$ cat src/rtl/wm_pkg.sv
// rtl/wm_pkg.sv - shared types and constants for the watermark insertion sequencer
package wm_pkg;

  // One state per memory access slot, plus datapath wait, write and end-of-frame
  typedef enum logic [3:0] {
    ST_IDLE  = 4'd0,
    ST_RD_P  = 4'd1,
    ST_RD_L  = 4'd2,
    ST_RD_U  = 4'd3,
    ST_RD_UL = 4'd4,
    ST_CAP   = 4'd5,
    ST_HOLD  = 4'd6,
    ST_WR    = 4'd7,
    ST_DONE  = 4'd8
  } wm_state_e;

  localparam int INS_LAT_DEF = 1;

  // Symbol handed to the datapath for border pixels (no watermark carried)
  localparam logic [1:0] WM_NONE = 2'b00;

endpackage

$ cat src/rtl/wm_addr_gen.sv
// rtl/wm_addr_gen.sv - raster counters, neighbour addresses and border/last flags
module wm_addr_gen #(
  parameter int IMG_W     = 64,
  parameter int IMG_H     = 64,
  parameter int ADDR_W    = 12,
  parameter int WM_ADDR_W = 12
) (
  input  logic                 i_clk,
  input  logic                 i_rst,
  input  logic                 i_advance,
  output logic [ADDR_W-1:0]    o_pix,
  output logic [ADDR_W-1:0]    o_pix_l,
  output logic [ADDR_W-1:0]    o_pix_u,
  output logic [ADDR_W-1:0]    o_pix_ul,
  output logic [WM_ADDR_W-1:0] o_wm_idx,
  output logic                 o_border,
  output logic                 o_last
);

  localparam int COL_W = $clog2(IMG_W);
  localparam int ROW_W = $clog2(IMG_H);

  logic [COL_W-1:0]     r_col;
  logic [ROW_W-1:0]     r_row;
  logic [ADDR_W-1:0]    r_pix;
  logic [WM_ADDR_W-1:0] r_wm_idx;

  // Step one pixel in raster order; the frame's last pixel returns everything to the origin
  always_ff @(posedge i_clk) begin
    if (i_rst) begin
      r_col    <= '0;
      r_row    <= '0;
      r_pix    <= '0;
      r_wm_idx <= '0;
    end else if (i_advance) begin
      if (o_last) begin
        r_col    <= '0;
        r_row    <= '0;
        r_pix    <= '0;
        r_wm_idx <= '0;
      end else begin
        if (r_col == COL_W'(IMG_W - 1)) begin
          r_col <= '0;
          r_row <= r_row + ROW_W'(1);
        end else begin
          r_col <= r_col + COL_W'(1);
        end
        r_pix <= r_pix + ADDR_W'(1);
        // Only interior pixels consume a watermark symbol
        if (!o_border) begin
          r_wm_idx <= r_wm_idx + WM_ADDR_W'(1);
        end
      end
    end
  end

  // Neighbour addresses are only used for interior pixels, so they never underflow
  assign o_pix    = r_pix;
  assign o_pix_l  = r_pix - ADDR_W'(1);
  assign o_pix_u  = r_pix - ADDR_W'(IMG_W);
  assign o_pix_ul = r_pix - ADDR_W'(IMG_W + 1);
  assign o_wm_idx = r_wm_idx;
  assign o_border = (r_row == '0) || (r_col == '0);
  assign o_last   = (r_row == ROW_W'(IMG_H - 1)) && (r_col == COL_W'(IMG_W - 1));

endmodule

$ cat src/rtl/wm_insert_ctrl.sv
// rtl/wm_insert_ctrl.sv - frame sequencer feeding the watermark insertion datapath
module wm_insert_ctrl
  import wm_pkg::*;
#(
  parameter int IMG_W     = 64,
  parameter int IMG_H     = 64,
  parameter int ADDR_W    = 12,
  parameter int WM_ADDR_W = 12,
  parameter int INS_LAT   = INS_LAT_DEF
) (
  input  logic                 i_clk,
  input  logic                 i_rst,
  input  logic                 i_start,
  output logic                 o_busy,
  output logic                 o_done,
  output logic                 o_img_rd_en,
  output logic [ADDR_W-1:0]    o_img_addr,
  input  logic [7:0]           i_img_rd_data,
  output logic                 o_wm_rd_en,
  output logic [WM_ADDR_W-1:0] o_wm_addr,
  input  logic [1:0]           i_wm_rd_data,
  output logic [7:0]           o_ins_data1,
  output logic [7:0]           o_ins_data2,
  output logic [7:0]           o_ins_data3,
  output logic [7:0]           o_ins_data4,
  output logic [1:0]           o_ins_wm,
  input  logic [7:0]           i_ins_result,
  output logic                 o_out_we,
  output logic [ADDR_W-1:0]    o_out_addr,
  output logic [7:0]           o_out_data,
  input  logic                 i_out_ready
);

  localparam int LAT_W = $clog2(INS_LAT) + 1;

  wm_state_e r_state;
  wm_state_e w_next_state;

  logic [LAT_W-1:0]     r_lat_cnt;
  logic [7:0]           r_ins_data1;
  logic [7:0]           r_ins_data2;
  logic [7:0]           r_ins_data3;
  logic [7:0]           r_ins_data4;
  logic [1:0]           r_ins_wm;

  logic [ADDR_W-1:0]    w_pix;
  logic [ADDR_W-1:0]    w_pix_l;
  logic [ADDR_W-1:0]    w_pix_u;
  logic [ADDR_W-1:0]    w_pix_ul;
  logic [WM_ADDR_W-1:0] w_wm_idx;
  logic                 w_border;
  logic                 w_last;
  logic                 w_advance;

  // A pixel is finished once the output memory takes its write
  assign w_advance = (r_state == ST_WR) && i_out_ready;

  wm_addr_gen #(
    .IMG_W     (IMG_W),
    .IMG_H     (IMG_H),
    .ADDR_W    (ADDR_W),
    .WM_ADDR_W (WM_ADDR_W)
  ) u_addr_gen (
    .i_clk     (i_clk),
    .i_rst     (i_rst),
    .i_advance (w_advance),
    .o_pix     (w_pix),
    .o_pix_l   (w_pix_l),
    .o_pix_u   (w_pix_u),
    .o_pix_ul  (w_pix_ul),
    .o_wm_idx  (w_wm_idx),
    .o_border  (w_border),
    .o_last    (w_last)
  );

  // State register
  always_ff @(posedge i_clk) begin
    if (i_rst) begin
      r_state <= ST_IDLE;
    end else begin
      r_state <= w_next_state;
    end
  end

  // Datapath latency counter; restarts every time HOLD is entered
  always_ff @(posedge i_clk) begin
    if (i_rst || (r_state != ST_HOLD)) begin
      r_lat_cnt <= '0;
    end else begin
      r_lat_cnt <= r_lat_cnt + LAT_W'(1);
    end
  end

  // Capture each read one cycle after it was issued; registers hold elsewhere
  always_ff @(posedge i_clk) begin
    if (i_rst) begin
      r_ins_data1 <= '0;
      r_ins_data2 <= '0;
      r_ins_data3 <= '0;
      r_ins_data4 <= '0;
      r_ins_wm    <= '0;
    end else begin
      case (r_state)
        ST_RD_L: begin
          r_ins_data1 <= i_img_rd_data;
          r_ins_wm    <= i_wm_rd_data;
        end
        ST_RD_U:  r_ins_data2 <= i_img_rd_data;
        ST_RD_UL: r_ins_data3 <= i_img_rd_data;
        ST_CAP: begin
          if (w_border) begin
            r_ins_data1 <= i_img_rd_data;
            r_ins_wm    <= WM_NONE;
          end else begin
            r_ins_data4 <= i_img_rd_data;
          end
        end
        default: ;
      endcase
    end
  end

  assign o_ins_data1 = r_ins_data1;
  assign o_ins_data2 = r_ins_data2;
  assign o_ins_data3 = r_ins_data3;
  assign o_ins_data4 = r_ins_data4;
  assign o_ins_wm    = r_ins_wm;

  // Next-state decode and per-state memory strobes
  always_comb begin
    w_next_state = r_state;
    o_busy       = (r_state != ST_IDLE);
    o_done       = 1'b0;
    o_img_rd_en  = 1'b0;
    o_img_addr   = '0;
    o_wm_rd_en   = 1'b0;
    o_wm_addr    = '0;
    o_out_we     = 1'b0;
    o_out_addr   = '0;
    o_out_data   = '0;
    case (r_state)
      ST_IDLE: begin
        if (i_start) begin
          w_next_state = ST_RD_P;
        end
      end
      ST_RD_P: begin
        o_img_rd_en = 1'b1;
        o_img_addr  = w_pix;
        if (!w_border) begin
          o_wm_rd_en = 1'b1;
          o_wm_addr  = w_wm_idx;
        end
        w_next_state = w_border ? ST_CAP : ST_RD_L;
      end
      ST_RD_L: begin
        o_img_rd_en  = 1'b1;
        o_img_addr   = w_pix_l;
        w_next_state = ST_RD_U;
      end
      ST_RD_U: begin
        o_img_rd_en  = 1'b1;
        o_img_addr   = w_pix_u;
        w_next_state = ST_RD_UL;
      end
      ST_RD_UL: begin
        o_img_rd_en  = 1'b1;
        o_img_addr   = w_pix_ul;
        w_next_state = ST_CAP;
      end
      ST_CAP: begin
        w_next_state = w_border ? ST_WR : ST_HOLD;
      end
      ST_HOLD: begin
        if (r_lat_cnt == LAT_W'(INS_LAT - 1)) begin
          w_next_state = ST_WR;
        end
      end
      ST_WR: begin
        o_out_we   = 1'b1;
        o_out_addr = w_pix;
        // Border pixels bypass the datapath and are copied through unchanged
        o_out_data = w_border ? r_ins_data1 : i_ins_result;
        if (i_out_ready) begin
          w_next_state = w_last ? ST_DONE : ST_RD_P;
        end
      end
      ST_DONE: begin
        o_done       = 1'b1;
        w_next_state = ST_IDLE;
      end
      default: w_next_state = ST_IDLE;
    endcase
  end

endmodule

$ cat config.mk
export PLATFORM = sky130hd
export DESIGN_NAME = wm_insert_ctrl
export DESIGN_NICKNAME = d
export VERILOG_FILES = /design/src/rtl/wm_pkg.sv /design/src/rtl/wm_addr_gen.sv /design/src/rtl/wm_insert_ctrl.sv
export SDC_FILE = /design/constraint.sdc
export NUM_CORES = 1
export LEC_CHECK = 0
export ABC_AREA = 1
export CAP_MARGIN = 20
export CORE_MARGIN = 10
export CORE_UTILIZATION = 40
export CTS_CLUSTER_SIZE = 40
export DETAILED_ROUTE_END_ITERATION = 8
export PLACE_DENSITY_LB_ADDON = 0.12
export SLEW_MARGIN = 10
export SYNTH_ARGS = -nofsm -noshare
export SYNTH_HDL_FRONTEND = slang
export SYNTH_SLANG_ARGS = --single-unit
export TNS_END_PERCENT = 20
$ cat constraint.sdc
create_clock -name i_clk -period 7.1 [get_ports i_clk]
set_clock_uncertainty 0.2 [all_clocks]
set_input_delay 0.71 -clock i_clk [delete_from_list [all_inputs] [get_ports i_clk]]
set_output_delay 0.71 -clock i_clk [all_outputs]
set_load 0.05 [all_outputs]
After elaboration in Yosys (flattened, before gate mapping)
Index checks and enable logic that the tools add are counted.
{ "totals": {"out_inout_bits": 83, "wordCells": 81, "regBits": 75} }
{ "classes": {"addsub": 8, "bitwise_logic": 1, "eq_ne": 16, "n_mux": 29, "n_reduce_logical": 16} }
{ "op_table": {"columns": ["op", "count"], "rows": [
  ["$mux W12", 6],
  ["$pmux W12 S4", 1],
  ["$pmux W4 S8", 1],
  ["$add A12 B1 Y12 const B", 2],
  ["$mux W6", 4],
  ["$mux W8", 3],
  ["$sub A12 B7 Y12 const B", 2],
  ["$eq A4 B3 Y1 const B", 4],
  ["$mux W4", 4],
  ["$pmux W8 S2", 1],
  ["$add A6 B1 Y6 const B", 2],
  ["$eq A6 B6 Y1 const B", 2],
  ["$logic_not A6 Y1", 2],
  ["$sub A12 B1 Y12 const B", 1],
  ["$eq A4 B2 Y1 const B", 2],
  ["$ne A2 B2 Y1 const B", 4],
  ["$reduce_and A2 Y1", 4],
  ["$mux W1", 6],
  ["$eq A4 B1 Y1 const B", 1],
  ["$eq A4 B4 Y1 const B", 1],
  ["$logic_not A4 Y1", 1],
  ["$ne A4 B3 Y1 const B", 1],
  ["$pmux W2 S2", 1],
  ["$reduce_bool A2 Y1", 2],
  ["other kinds (10)", 12]
]} }

Longest topological paths before layout
{ "depth": {"depth_word": 5, "mapped_depth": 12} }

Hierarchy
Synthesis repeated with hierarchy kept, for this count alone.
{ "unflattened": {"cells_unflattened": 694, "area_unflattened_um2": 4558.1} }
{ "by_module_without_submodules": {"columns": ["module", "instances", "seq_area_each_um2", "cells_per_inst", "area_each_um2"], "rows": [
  ["wm_addr_gen", 1, 720.7, 350, 2404.8],
  ["wm_insert_ctrl", 1, 780.7, 344, 2153.3]
]} }

Least setup slack after synthesis
No wires, ideal clock.
{ "synth_path": {"path_kind": "flip-flop to output port", "from": "register r_state[1]", "to": "output port o_img_addr[6]", "required_time_ns": 6.190, "path_buffers": 0, "arrival_ns": 2.386, "setup_slack_ns": 3.804, "stages_incl_launch_ff": 9, "cell_sequence": "dfxtp_1 > nor2_1 > inv_1 > nor2_4 > clkinv_1 > ha_1 > o21ai_0 > nand2_1 > o221ai_1"} }
{ "synth_between": {"elab_chain_len": 2} }
{ "synth_lines": {"columns": ["element", "line", "rtl"], "rows": [
  ["start, declared", "wm_insert_ctrl.sv:36", "wm_state_e r_state;"],
  ["start signal, assigned", "wm_insert_ctrl.sv:81", "r_state <= w_next_state;"],
  ["$eq A4 B3 Y1, or another cell as far along", "wm_insert_ctrl.sv:141", "case (r_state)"],
  ["$pmux W12 S4 *", "wm_insert_ctrl.sv:141", null],
  ["end, declared", "wm_insert_ctrl.sv:17", "output logic [ADDR_W-1:0] o_img_addr,"]
]} }
Mark *: on every way between the ends. The rest lies on a longest branch, timed or not.

Worst setup path in the final report
{ "layout_path": {"from": "register r_state[1]", "to": "output port o_img_addr[9]"} }
The elaborated chain is that of the path after synthesis.

==> metrics.md <==
| Metric | Value |
|---|---|
| Outcome | `finished, final reports clean` |
| First drt pass iteration count | `5` |
| Synth area leader | `dfxtp_1` |
| Synth Cell Area | `4140 sq um` |
| Ant. Diodes | `0` |
| TritonCTS buffer count | `9` |
| Post-CTS sizing | `0` |
| CTS tree | `yes` |
| Area Overhead vs Synth | `31.2%` |
| DRC errors left | `0` |
| CP startpoint kind | `flip-flop` |
| Most common cell in the netlist | `nor2_1` |
| Hold-fix buffers, CTS | `0` |
| Worst EP required | `6.19 ns` |
| Class of the worst hold path | `reg -> reg` |
| WL per Instance | `14.1 um` |
| Pins Over Slew Limit | `0` |
| Share of the synthesized area in the top cell type | `0.362` |
| Gpl congestion | `0.882` |
| Post-synth ARST share | `0` |
| Synth Register Bits | `75` |
| Die H | `122 um` |
| Crit path from | `r_state[1]` |
| Crit path kind | `reg -> out` |
| Core area | `10200 sq um` |
| Initial Util | `0.407` |
| Sequential share of the synthesized area | `0.362` |
| Site row count | `37` |
| Worst Tran Pin Value | `1.01 ns` |
| Post-route ant nets | `0` |
| Setup_tns | `0 ns` |
| Post-synth top cells | `148 x nor2_1, 120 x nand2_1, 75 x dfxtp_1` |
| Mean post-synth cell area | `6.47 sq um` |
| Clock-pin slew on the worst setup and hold paths | `0.07 ns` |
| Nets | `767` |
| Power density over cell area | `177 nW/um^2` |
| Die area | `14800 sq um` |
| Largest net degree at the start of global routing | `29` |
| Max Cap Viol | `0` |
| Grt ovf | `0` |
| Clk buf depth | `2` |
| Dpl hpwl | `9530 um` |
| Number of synthesized flops with an enable pin | `0` |
| Peak fanout along the critical path | `10` |
| Syn. warnings | `0` |
| Final min period | `4.35 ns` |
| Max VDD drop | `0.0000917 V` |
| Area contributors post-synth | `dfxtp_1 36%, nor2_1 13%, nand2_1 11%, nand3_1 6.2%, o21ai_0 5.7%` |
| Syn nets | `672` |
| Fin crit share | `0.613` |
| Final non-filler cell area | `5430 sq um` |
| Clk_lat worst skew | `0.35 ns` |
| First-pass GRT wire length | `20600 um` |
| Lkg Pwr | `2.04 nW` |
| Final hold vios | `0` |
| WL final | `12300 um` |
| Layout cell share with drive strength beyond 1 | `0.0662` |
| # setup viols final | `0` |
| Worst Path Arrival | `3.44 ns` |
| Total track usage | `0.169` |
| Initial DRC count | `286` |
| Worst rel slew slack | `0.323` |
| Peak Freq | `230 MHz` |
| Via/cell ratio | `4.95` |
| Mapped Cells | `640` |
| Reg-to-Reg Start | `u_addr_gen.r_row[0]` |
| IO buf count | `104` |
| Via count | `4339` |
| Crit. End Element | `output pin` |
| Cell Area, Placed | `5240 sq um` |
| Ys flop type | `dfxtp_1` |
| Min-delay src | `r_lat_cnt` |
| RSZ-0062 raised after global routing | `no` |
| Vias in the first global route | `4338` |
| Postcts setup bufs | `0` |
| Die W | `122 um` |
| I/O pins | `105` |
| Clk sinks | `75` |
| Root Driver | `clkbuf_8` |
| Synth cell types | `32` |
| Number of antenna violations at the first check in global routing | `0` |
| H-tree Lvls | `3` |
==> layer usage <==
metal,vias to the layer above,track usage,part of all wire
met1,1934,0.198,0.42
met5,-,0,0
met2,150,0.267,0.45
met4,0,0.0566,0.015
met3,20,0.0782,0.11
li1,2235,-,-
==> layout by cell type, fill, tap and decap left out, types with 2 or more instances in the layout <==
cell type,instances
nor2_1,148
o21ai_1,4
nor4_1,2
inv_1,58
clkinvlp_4,2
nand3b_1,3
nand2_1,120
clkbuf_1,2
o21ai_0,47
ha_1,10
nand2_4,2
nand2_2,7
clkdlybuf4s50_1,104
xor2_1,4
nor2_2,3
clkbuf_8,10
dfxtp_1,75
o22ai_1,3
a21oi_1,37
nor2_4,8
nor3_1,11
nand3_1,51
inv_2,9
clkinv_1,2
nand3_2,3
nand4_1,8
==> flip-flops by register name (all words and copies together), names as in the netlist, 6 cells and up <==
name	flops
u_addr_gen.o_pix	12
u_addr_gen.o_wm_idx	12
o_ins_data1	8
o_ins_data2	8
o_ins_data3	8
o_ins_data4	8
u_addr_gen.r_col	6
u_addr_gen.r_row	6
==> cells by family (layout without fill, tap and decap cells) <==
logic type | Yosys count | in the layout | synth area share
xor+xnor | 4 | 4 | 0.00846
compound gates | 94 | 94 | 0.117
flops | 75 | 75 | 0.362
simple gates | 368 | 368 | 0.392
fa+ha+maj | 10 | 10 | 0.0302
buf+inv | 89 | 189 | 0.0903
==> worst max-delay path, stage by stage (launching register included) <==
cell and delay (ns):
dfxtp_1 0.37, nor2_1 0.18, inv_1 0.11, nor2_4 0.20, clkinv_1 0.28, ha_1 0.40, a21oi_1 0.39, nand3_1 0.15
nand2_1 0.08, nand3_1 0.06, nand3_1 0.07, clkdlybuf4s50_1 0.80
==> power breakdown <==
group | internal (mW) | switching, mW
combinational | 0.0605 | 0.133
sequential | 0.431 | 0.00725
clock | 0.172 | 0.161
==> layout make-up <==
cell class,count,area (sq um)
clock buffer,12,145
clock inverter,4,50.0
fill,1051,4750
inverter,69,259
multi-input combinational,476,2270
sequential,75,1500
tap,136,170
timing repair buffer,104,1040
==> through the flow <==
step,utilization,power [mW],cells,hold WS (ns),setup WS (ns)
floorplan,-,0.569,640,0.200,3.80
global placement,0.514,0.640,860,0.231,3.24
detailed placement,0.514,0.640,860,0.218,3.16
CTS,0.534,0.974,876,0.228,2.76
global route,0.534,1.01,876,0.246,2.48
finish,0.534,0.964,876,0.226,2.75
==> path summary, 6_finish.rpt <==
kind,to,slack (ns),cells after the start
setup / recovery,o_img_addr[9],2.75,11
hold / removal,r_lat_cnt,0.23,1
setup reg to reg,r_state[1],4.60,9
hold reg to reg,r_lat_cnt,0.23,1
No activity file was read; power rests on OpenSTA's default activity.
